File: config.mk
export PLATFORM = sky130hd
export DESIGN_NAME = rf_mem_port_ctrl_flat
export DESIGN_NICKNAME = d
export VERILOG_FILES = /design/src/rtl/rf_mem_port_ctrl_if.sv /design/src/rtl/rf_mem_port_ctrl.sv /design/src/flat_wrapper.sv
export SDC_FILE = /design/constraint.sdc
export NUM_CORES = 1
export LEC_CHECK = 0
export CAP_MARGIN = 0
export CORE_ASPECT_RATIO = 1.1
export CORE_MARGIN = 2
export CORE_UTILIZATION = 45
export DETAILED_ROUTE_END_ITERATION = 10
export HOLD_SLACK_MARGIN = 0.12
export PLACE_DENSITY = 0.73
export SKIP_LAST_GASP = 1
export SLEW_MARGIN = 10
export SYNTH_ARGS = -nofsm -noshare
export SYNTH_HDL_FRONTEND = slang
export SYNTH_SLANG_ARGS = --single-unit
File: constraint.sdc
create_clock -name eph1 -period 3.9 [get_ports eph1]
set_input_delay 1.17 -clock eph1 [delete_from_list [all_inputs] [get_ports eph1]]
set_output_delay 1.17 -clock eph1 [all_outputs]
set_load 0.02 [all_outputs]
File: src/rtl/rf_mem_port_ctrl_if.sv
// Request/response channel between a load/store client and rf_mem_port_ctrl.
// The master side issues requests and consumes responses; the controller is the slave.
interface rf_mem_port_ctrl_if #(
    parameter int DEPTH = 8,
    parameter int WIDTH = 32
);
    localparam int AW = $clog2(DEPTH) + 2;

    logic             req_valid;
    logic             req_ready;
    logic             req_write;
    logic [AW-1:0]    req_addr;
    logic [1:0]       req_size;
    logic             req_signed;
    logic [WIDTH-1:0] req_wdata;

    logic             rsp_valid;
    logic             rsp_ready;
    logic [WIDTH-1:0] rsp_rdata;
    logic             rsp_err;

    modport master (
        output req_valid, req_write, req_addr, req_size, req_signed, req_wdata, rsp_ready,
        input  req_ready, rsp_valid, rsp_rdata, rsp_err
    );

    modport slave (
        input  req_valid, req_write, req_addr, req_size, req_signed, req_wdata, rsp_ready,
        output req_ready, rsp_valid, rsp_rdata, rsp_err
    );
endinterface

File: src/rtl/rf_mem_port_ctrl.sv
// Load/store front end for a byte-enabled 1RW register-file RAM: aligns byte lanes,
// splits word-crossing accesses in two, and returns extended load data or a store ack.
module rf_mem_port_ctrl #(
    parameter int DEPTH = 8,
    parameter int WIDTH = 32
) (
    input  logic                     eph1,
    input  logic                     resetn,
    rf_mem_port_ctrl_if.slave        bus,
    output logic                     ram_write,
    output logic [$clog2(DEPTH)-1:0] ram_addr,
    output logic [3:0]               ram_wben,
    output logic [WIDTH-1:0]         ram_din,
    input  logic [WIDTH-1:0]         ram_dout
);
    localparam int            AW        = $clog2(DEPTH) + 2;
    localparam int            WW        = $clog2(DEPTH);
    localparam logic [WW-1:0] LAST_WORD = WW'(DEPTH - 1);

    typedef enum logic [2:0] {IDLE, ACC0, ACC1, DRAIN, RESP} state_e;

    state_e           state_q, state_d;
    logic             write_q, signed_q, split_q;
    logic [1:0]       size_q, off_q;
    logic [WW-1:0]    word_q;
    logic [WIDTH-1:0] wdata_q;
    logic [WIDTH-1:0] word0_q, word0_d;
    logic [WIDTH-1:0] rdata_q, rdata_d;
    logic             err_q, err_d;

    function automatic logic [3:0] size_mask(input logic [1:0] size);
        case (size)
            2'd0:    return 4'b0001;
            2'd1:    return 4'b0011;
            default: return 4'b1111;
        endcase
    endfunction

    function automatic logic [2:0] size_bytes(input logic [1:0] size);
        case (size)
            2'd0:    return 3'd1;
            2'd1:    return 3'd2;
            default: return 3'd4;
        endcase
    endfunction

    // Decode of the incoming request, only meaningful while IDLE
    logic [1:0]    in_off;
    logic [WW-1:0] in_word;
    logic          in_split, in_err, accept;

    assign in_off   = bus.req_addr[1:0];
    assign in_word  = bus.req_addr[AW-1:2];
    assign in_split = ({1'b0, in_off} + size_bytes(bus.req_size)) > 3'd4;
    assign in_err   = (bus.req_size == 2'd3) || (in_split && (in_word == LAST_WORD));
    assign accept   = bus.req_valid && (state_q == IDLE);

    // Store path: keep only the requested bytes, then rotate them onto their lanes
    logic [3:0]       mask;
    logic [7:0]       lane_en;
    logic [5:0]       shamt;
    logic [WIDTH-1:0] wdata_masked, store_din;

    assign mask      = size_mask(size_q);
    assign lane_en   = {4'b0000, mask} << off_q;
    assign shamt     = {1'b0, off_q, 3'b000};
    assign store_din = (wdata_masked << shamt) | (wdata_masked >> (6'd32 - shamt));

    always_comb begin
        wdata_masked = '0;
        for (int i = 0; i < 4; i++) begin
            if (mask[i]) wdata_masked[8*i +: 8] = wdata_q[8*i +: 8];
        end
    end

    // Load path: lanes at or above the offset come from the first word, the rest from the second
    logic [WIDTH-1:0] lo_word, merged, aligned, load_result;

    assign lo_word = split_q ? word0_q : ram_dout;
    assign aligned = (merged >> shamt) | (merged << (6'd32 - shamt));

    always_comb begin
        merged = '0;
        for (int i = 0; i < 4; i++) begin
            merged[8*i +: 8] = (i >= int'(off_q)) ? lo_word[8*i +: 8] : ram_dout[8*i +: 8];
        end
    end

    always_comb begin
        case (size_q)
            2'd0:    load_result = {{24{signed_q & aligned[7]}}, aligned[7:0]};
            2'd1:    load_result = {{16{signed_q & aligned[15]}}, aligned[15:0]};
            default: load_result = aligned;
        endcase
    end

    // NOTE: every output and next-state variable gets a default before the case so no path
    // leaves one unassigned, which would otherwise infer a latch.
    always_comb begin
        state_d       = state_q;
        word0_d       = word0_q;
        rdata_d       = rdata_q;
        err_d         = err_q;
        bus.req_ready = 1'b0;
        ram_write     = 1'b0;
        ram_addr      = '0;
        ram_wben      = '0;
        ram_din       = '0;
        case (state_q)
            IDLE: begin
                bus.req_ready = 1'b1;
                if (bus.req_valid) begin
                    state_d = in_err ? RESP : ACC0;
                    err_d   = in_err;
                    rdata_d = '0;
                end
            end
            ACC0: begin
                ram_addr = word_q;
                if (write_q) begin
                    ram_write = 1'b1;
                    ram_wben  = lane_en[3:0];
                    ram_din   = store_din;
                end
                if (split_q)      state_d = ACC1;
                else if (write_q) state_d = RESP;
                else              state_d = DRAIN;
            end
            ACC1: begin
                ram_addr = word_q + WW'(1);
                if (write_q) begin
                    ram_write = 1'b1;
                    ram_wben  = lane_en[7:4];
                    ram_din   = store_din;
                    state_d   = RESP;
                end else begin
                    word0_d = ram_dout;
                    state_d = DRAIN;
                end
            end
            DRAIN: begin
                rdata_d = load_result;
                state_d = RESP;
            end
            RESP: begin
                if (bus.rsp_ready) begin
                    state_d = IDLE;
                    rdata_d = '0;
                    err_d   = 1'b0;
                end
            end
            default: state_d = IDLE;
        endcase
    end

    // NOTE: sequential state uses non-blocking assignments so every register samples
    // pre-edge values, independent of statement order.
    always_ff @(posedge eph1 or negedge resetn) begin
        if (!resetn) begin
            state_q  <= IDLE;
            word0_q  <= '0;
            rdata_q  <= '0;
            err_q    <= 1'b0;
            write_q  <= 1'b0;
            signed_q <= 1'b0;
            split_q  <= 1'b0;
            size_q   <= 2'd0;
            off_q    <= 2'd0;
            word_q   <= '0;
            wdata_q  <= '0;
        end else begin
            state_q <= state_d;
            word0_q <= word0_d;
            rdata_q <= rdata_d;
            err_q   <= err_d;
            if (accept) begin
                write_q  <= bus.req_write;
                signed_q <= bus.req_signed;
                split_q  <= in_split;
                size_q   <= bus.req_size;
                off_q    <= in_off;
                word_q   <= in_word;
                wdata_q  <= bus.req_wdata;
            end
        end
    end

    assign bus.rsp_valid = (state_q == RESP);
    assign bus.rsp_rdata = rdata_q;
    assign bus.rsp_err   = err_q;
endmodule

File: src/flat_wrapper.sv
// flat-port wrapper written by rule: the top's interface ports become plain ports
module rf_mem_port_ctrl_flat 
#(
    parameter int DEPTH = 8,
    parameter int WIDTH = 32
)
  (eph1, resetn, ram_write, ram_addr, ram_wben, ram_din, ram_dout, bus_req_valid, bus_req_write, bus_req_addr, bus_req_size, bus_req_signed, bus_req_wdata, bus_rsp_ready, bus_req_ready, bus_rsp_valid, bus_rsp_rdata, bus_rsp_err);
  rf_mem_port_ctrl_if #(.DEPTH(DEPTH), .WIDTH(WIDTH)) bus_i ();
  input  logic eph1;
  input  logic resetn;
  output logic ram_write;
  output logic [$clog2(DEPTH)-1:0] ram_addr;
  output logic [3:0] ram_wben;
  output logic [WIDTH-1:0] ram_din;
  input  logic [WIDTH-1:0] ram_dout;
  input wire logic [$bits(bus_i.req_valid)-1:0] bus_req_valid;
  input wire logic [$bits(bus_i.req_write)-1:0] bus_req_write;
  input wire logic [$bits(bus_i.req_addr)-1:0] bus_req_addr;
  input wire logic [$bits(bus_i.req_size)-1:0] bus_req_size;
  input wire logic [$bits(bus_i.req_signed)-1:0] bus_req_signed;
  input wire logic [$bits(bus_i.req_wdata)-1:0] bus_req_wdata;
  input wire logic [$bits(bus_i.rsp_ready)-1:0] bus_rsp_ready;
  output wire logic [$bits(bus_i.req_ready)-1:0] bus_req_ready;
  output wire logic [$bits(bus_i.rsp_valid)-1:0] bus_rsp_valid;
  output wire logic [$bits(bus_i.rsp_rdata)-1:0] bus_rsp_rdata;
  output wire logic [$bits(bus_i.rsp_err)-1:0] bus_rsp_err;
  assign bus_i.req_valid = bus_req_valid;
  assign bus_i.req_write = bus_req_write;
  assign bus_i.req_addr = bus_req_addr;
  assign bus_i.req_size = bus_req_size;
  assign bus_i.req_signed = bus_req_signed;
  assign bus_i.req_wdata = bus_req_wdata;
  assign bus_i.rsp_ready = bus_rsp_ready;
  assign bus_req_ready = bus_i.req_ready;
  assign bus_rsp_valid = bus_i.rsp_valid;
  assign bus_rsp_rdata = bus_i.rsp_rdata;
  assign bus_rsp_err = bus_i.rsp_err;
  rf_mem_port_ctrl #(.DEPTH(DEPTH), .WIDTH(WIDTH)) u_core (.eph1(eph1), .resetn(resetn), .bus(bus_i), .ram_write(ram_write), .ram_addr(ram_addr), .ram_wben(ram_wben), .ram_din(ram_din), .ram_dout(ram_dout));
endmodule
==> out/qor.yml, run 1 <==
core_area_um2: 15600
postCtsHoldBufs: 0
max_cap_violations: 0
setup_viol: 0
min_period_ns: 3.83
ant_nets: 0
numCtsBuffers: 9
finalCritPeriodShare_pct: 98.2
io_pins: 152
final_common_cell: "clkdlybuf4s50_1"
grt_usage_pct: 26.5
syn-num-nets: 855
place.gp.congestion: 0.910
drc_errors: 0
clock_skew_ns: 0.0119
synth-main-ff-cell: "dfrtp_1"
dr.first_iter.drc_count: 503
ys_ff_latch: 110
hp-class: "reg -> reg"
fin_hold_ws_ns: 0.476
ys_seq_area_share_pct: 38.7
endpoint_kind: "primary output"
cp_data_required_time_ns: 2.73
max_freq_mhz: 261
path_clk_slew_ns: 0.08
antenna_found_initial: 0
cts_max_path_buffers: 2
reg2reg_depth: 10
irDropWorstVdd_uv: 381
synth-edff-count: 0
syn-cell-area_um2: 7110
hpwl_mm: 15.3
port_buffers: 151
worstPathArrival_ns: 2.66
clock_latency_ns: 0.36
rows: 48
totalWireLength_mm: 21.6
status: "finished, final reports clean"
placedInstanceArea_um2: 8890
final-hold-violation-count: 0
finalInstanceArea_um2: 9250
rsz0062_at_grt: "yes"
drive_gt1_share_pct: 17.9
die_w_um: 124
vias: 6702
grt_max_degree: 54
die_y_um: 136
cts-root-buf: "clkbuf_16"
cts_tree: "done"
nets: 990
synth.avg_cell_area_um2: 9.22
grt_pass1_vias: 6614
startpoint_type: "flop"
cts-htree-levels: 3
start_util_pct: 45.7
relSlewSlack_pct: 41.3
synth_cells: 772
grt_pass1_wl_mm: 34.7
post_drt_wl_per_cell_um: 19.5
vias_per_cell: 6.03
synthArstFlopShare_pct: 100
synth_warnings: 0
area_growth_pct: 30.0
hold_depth: 2
tightest_slew_ns: 0.872
num-fill-cells: 1356
path_max_fanout: 6
p_leak_nw: 4.04
final_cell_mix: "clkdlybuf4s50_1, nand2_1, dfrtp_1"
overflow: 0
synthDistinctLibCells: 59
power_density_nw_per_um2: 908
numClockSinks: 110
num_antenna_cells: 0
dieArea_um2: 16800
critPathKind: "reg -> out"
maxSlewViolCount: 0
dr.pass1.iters: 5
-- routing by layer --
metal / part of all wire [%] / wire [um] / up-vias / track usage [%]
met5: 0 / 0 / - / 0
met4: 2.9 / 630 / 0 / 10.1
met3: 7.1 / 1530 / 38 / 5.41
met2: 49 / 10600 / 327 / 43.5
met1: 41 / 8820 / 3225 / 34.3
li1: - / - / 3112 / -
-- synthesized netlist by cell type, drive strengths merged (7+ instances only) --
cell type	n	share of area, %
a211oi	23	2.4
a21oi	45	3.2
a222oi	8	1.1
a22o	16	2.0
a22oi	32	3.4
a31oi	11	1.2
and3	7	0.62
buf	31	2.4
clkbuf	29	1.5
dfrtp	110	39
inv	9	0.47
mux2	88	14
mux2i	32	4.5
nand2	110	5.8
nor2	58	3.1
nor3	10	0.84
o211ai	7	0.74
o21ai	71	5.5
-- state kept, by name, indices dropped and copies added, names as in the netlist --
| signal | count |
|---|---|
| u_core.size_q | 2 |
| u_core.state_q | 3 |
| u_core.off_q | 2 |
| u_core.wdata_q | 32 |
| u_core.write_q | 1 |
| u_core.word_q | 3 |
| u_core.bus.rsp_err | 1 |
| u_core.split_q | 1 |
| u_core.signed_q | 1 |
| u_core.bus.rsp_rdata | 32 |
| u_core.word0_q | 32 |
-- per-stage QoR --
step / setup WS [ns] / instances / setup TNS (ns) / power [mW] / utilization (%)
floorplan: 0.0353 / 772 / 0 / 5.62 / -
global placement: 0.334 / 1096 / 0 / 7.33 / 57.2
detailed placement: 0.313 / 1096 / 0 / 7.41 / 57.2
CTS: -0.0261 / 1111 / -0.0261 / 8.37 / 59.1
global route: -0.0363 / 1111 / -0.0982 / 8.98 / 59.5
finish: 0.0693 / 1111 / 0 / 8.40 / 59.5
-- report_power, final --
| group | internal, mW | switching (mW) | total (mW) |
|---|---|---|---|
| Sequential | 1.69 | 0.469 | 2.16 |
| Clock | 0.517 | 0.431 | 0.947 |
| Combinational | 2.30 | 2.99 | 5.29 |
| Total | 4.50 | 3.89 | 8.40 |
-- critical path, cell delays in order, from the launching register on --
cell	delay, ns
dfrtp_2	0.37
inv_1	0.05
ha_1	0.32
or2_1	0.32
nor2_2	0.21
buf_4	0.19
a222oi_1	0.10
nor2_1	0.13
clkdlybuf4s50_1	0.62
-- cells by family (layout without fill, tap and decap cells) --
| family | Yosys count | count (layout) | synth area share [%] |
|---|---|---|---|
| multiplexers | 120 | 120 | 18.5 |
| flip-flops | 110 | 110 | 38.7 |
| adder cells (fa/ha/maj) | 6 | 6 | 1.16 |
| XOR/XNOR | 1 | 1 | 0.123 |
| AO/OA/AOI/OAI | 248 | 248 | 23.6 |
| AND/OR/NAND/NOR | 218 | 218 | 13.5 |
| buffers and inverters | 69 | 208 | 4.45 |
-- final cells by class --
cell class              instances  area, um^2  area share (%)
clock buffers                  11         243            2.62
flip-flops and latches        110        2750            29.8
multi-input cells             593        4070            44.0
inverters                       9        33.8           0.365
repair buffers                184        1840            19.9
clock inverters                 4        55.1           0.595
well taps                     200         250            2.71
-- path summary, 6_finish.rpt --
kind / from / end / slack (ns)
setup / recovery: u_core.off_q[0] / ram_din[23] / 0.07
hold / removal: u_core.bus.rsp_rdata[29] / u_core.bus.rsp_rdata[29] / 0.48
setup reg to reg: u_core.off_q[0] / u_core.bus.rsp_rdata[20] / 0.77
hold reg to reg: u_core.bus.rsp_rdata[29] / u_core.bus.rsp_rdata[29] / 0.48
max in group asynchronous: resetn / u_core.bus.rsp_rdata[20] / 2.29
min in group asynchronous: resetn / u_core.word0_q[27] / 0.80
-- what timing repair did --
action                     in CTS  in global routing
gates resized for setup         5                 23
buffers inserted                0                  0
setup endpoints to repair       9                 30
Power figures use the tool's default switching activity.
==> inputs of run 2 (changes only) <==
PLACE_DENSITY = 0.7   (was 0.73)
SLEW_MARGIN = 20   (was 10)
clock period = 4.3 ns   (was 3.9 ns; I/O delays follow)
==> run 2 against run 1 <==
Combinational power fell by 11%; non-clock buffer count fell by 6; core utilization fell by 0.81 points; count of clock-buffer cells in the layout fell by 2; critical endpoint is now ram_din[4]; sequential share of layout area rose by 0.41 points; clock skew fell by 0.0043 ns; via count fell by 1.6%; largest power group unchanged.
==> out/qor.yml, run 2 (synthesized netlist as in run 1, its figures left out) <==
status: "finished, final reports clean"
maxSlewViolCount: 0  # unchanged
ant_nets: 0  # unchanged
relSlewSlack_pct: 43.7  # +2.5 points
dieArea_um2: 16800  # unchanged
irDropWorstVdd_uv: 403  # +5.8%
dp_cells: 1090  # -0.55%
area_growth_pct: 28.2
path_max_fanout: 14  # +8
finalInstanceArea_um2: 9120  # -1.4%
cp_data_required_time_ns: 3.01  # +0.28 ns
p_leak_nw: 3.67  # -9.0%
setup_viol: 0  # unchanged
die_y_um: 136  # unchanged
hp-start: "u_core.bus.rsp_rdata[24]"
drive_gt1_share_pct: 17.1  # -0.78 points
fin_util_pct: 58.6  # -0.81 points
power.share.clock_pct: 11.2  # about the same
grt_pass1_wl_mm: 33.6  # -3.1%
r2r_start: "u_core.off_q[0]"
grt_pass1_vias: 6316  # -4.5%
internal-power_mw: 3.97  # -12%
max_freq_mhz: 240
reg2reg_depth: 9  # -1
cts-htree-levels: 3  # unchanged
start_util_pct: 45.7  # unchanged
final_cell_mix: "clkdlybuf4s50_1, nand2_1, dfrtp_1"
dr.pass1.iters: 5  # unchanged
crit_path_end: "ram_din[4]"
overflow: 0  # unchanged
post_drt_wl_per_cell_um: 19.1  # -1.6%
grt_usage_pct: 25.7  # -0.78 points
path_clk_slew_ns: 0.08  # about the same
cts_tree: "done"
port_buffers: 151  # unchanged
die_w_um: 124  # unchanged
final_common_cell: "clkdlybuf4s50_1"
io_pins: 152  # unchanged
place.gp.congestion: 0.903  # -0.71%
grt_max_degree: 59  # +9.3%
numClockSinks: 110  # unchanged
worstPathArrival_ns: 2.87  # +0.21 ns
cts_max_path_buffers: 2  # unchanged
postCtsHoldBufs: 0  # unchanged
max_cap_violations: 0  # unchanged
critPathKind: "reg -> out"
clock_skew_ns: 0.00762  # -0.00428 ns
num_antenna_cells: 0  # unchanged
hp-class: "reg -> reg"
power_density_nw_per_um2: 826  # -9.1%
p_seq_share_pct: 26.6  # +0.9 points
totalWireLength_mm: 21.2  # -2.1%
tightest_slew_ns: 0.835  # -0.0367 ns
antenna_found_initial: 0  # unchanged
combPwrFrac_pct: 62.2  # -0.8 points
cp-startpoint: "u_core.off_q[1]"
cts-root-buf: "clkbuf_16"
core_area_um2: 15600  # unchanged
vias_per_cell: 5.96  # -1.1%
final-hold-violation-count: 0  # unchanged
p_sw_share_pct: 47.2  # +0.87 points
min_period_ns: 4.16
rsz0062_at_grt: "yes"
hpwl_mm: 15.0  # -2.3%
p_switching_mw: 3.56  # -8.6%
crit-reg2reg-capture: "u_core.bus.rsp_rdata[21]"
dr.first_iter.drc_count: 497  # -1.2%
finalCritPeriodShare_pct: 96.8
numCtsBuffers: 9  # unchanged
vias: 6596  # -1.6%
nets: 984  # -0.61%
clock_latency_ns: 0.37  # about the same
rrSetupSlack_ns: 0.82  # +0.05 ns
endpoint_kind: "primary output"
placedInstanceArea_um2: 8830  # -0.73%
finalNonFillerCells: 1106  # -0.45%
drc_errors: 0  # unchanged
startpoint_type: "flop"
rows: 48  # unchanged
-- run 2: cell count changes in the layout (fill, tap and decap cells not counted), sizes merged --
cell,before,now
buf,34,28
bufinv,1,0
clkbuf,11,9
clkdlybuf4s50,130,150
clkinv,1,3
dlygate4sd2,3,0
dlymetal6s2s,17,0
inv,10,12
-- run 2: layout make-up --
class                      count  area [um^2]
inverter                       9         33.8
tap                          200          250
timing repair buffer         178         1720
sequential                   110         2750
fill                        1402         6430
multi-input combinational    593         4070
clock inverter                 7         66.3
clock buffer                   9          225
-- run 2: routing by layer --
metal | up-vias | GRT usage (%) | share of wire (%)
met4 | 0 | 8.40 | 2.2
met1 | 3161 | 34.2 | 42
met5 | - | 0 | 0
li1 | 3104 | - | -
met3 | 28 | 4.45 | 7.2
met2 | 303 | 42.5 | 49
-- run 2: critical path, cell delays in order (launching register included) --
cell,delay (ns)
dfrtp_1,0.37
inv_2,0.05
ha_1,0.27
buf_4,0.22
nor2b_1,0.19
and2_1,0.41
a22oi_1,0.19
a21oi_1,0.18
clkdlybuf4s50_1,0.63
-- run 2: metrics by stage --
stage          hold WS (ns)  setup slack [ns]  setup TNS (ns)  total power [mW]
2_1_floorplan         0.458             0.226               0              5.10
3_3_place_gp          0.461             0.387               0              6.60
3_5_place_dp          0.467             0.512               0              6.65
4_1_cts               0.486            0.0953               0              7.51
5_1_grt               0.502          -0.00522        -0.00522              8.05
6_report              0.481             0.138               0              7.53
-- run 2: power by group through the flow --
stage          registers, mW  clock network, mW  logic (mW)
6_report                2.01              0.840        4.69
5_1_grt                 2.08              0.895        5.08
3_5_place_dp            2.01                  0        4.63
2_1_floorplan           1.99                  0        3.11
4_1_cts                 1.99              0.857        4.66
3_3_place_gp            1.99                  0        4.61
-- run 2: worst min path at each step --
stage                               endpoint  cells after the start
CTS                 u_core.bus.rsp_rdata[23]                      2
finish              u_core.bus.rsp_rdata[24]                      2
global route        u_core.bus.rsp_rdata[22]                      2
floorplan                 u_core.word0_q[29]                      1
global placement    u_core.bus.rsp_rdata[18]                      2
detailed placement  u_core.bus.rsp_rdata[23]                      2
-- run 2: what timing repair did --
item                       in CTS  in global routing
setup endpoints to repair       0                 16
hold endpoints to repair        0                  0
resized for setup               0                  2
setup buffers                   0                  0
==> inputs of run 3 (changes only) <==
CTS_CLUSTER_SIZE = 10   (was default)
==> results of run 3 <==
Final layout, timing and power as in run 2 (identical DEF).
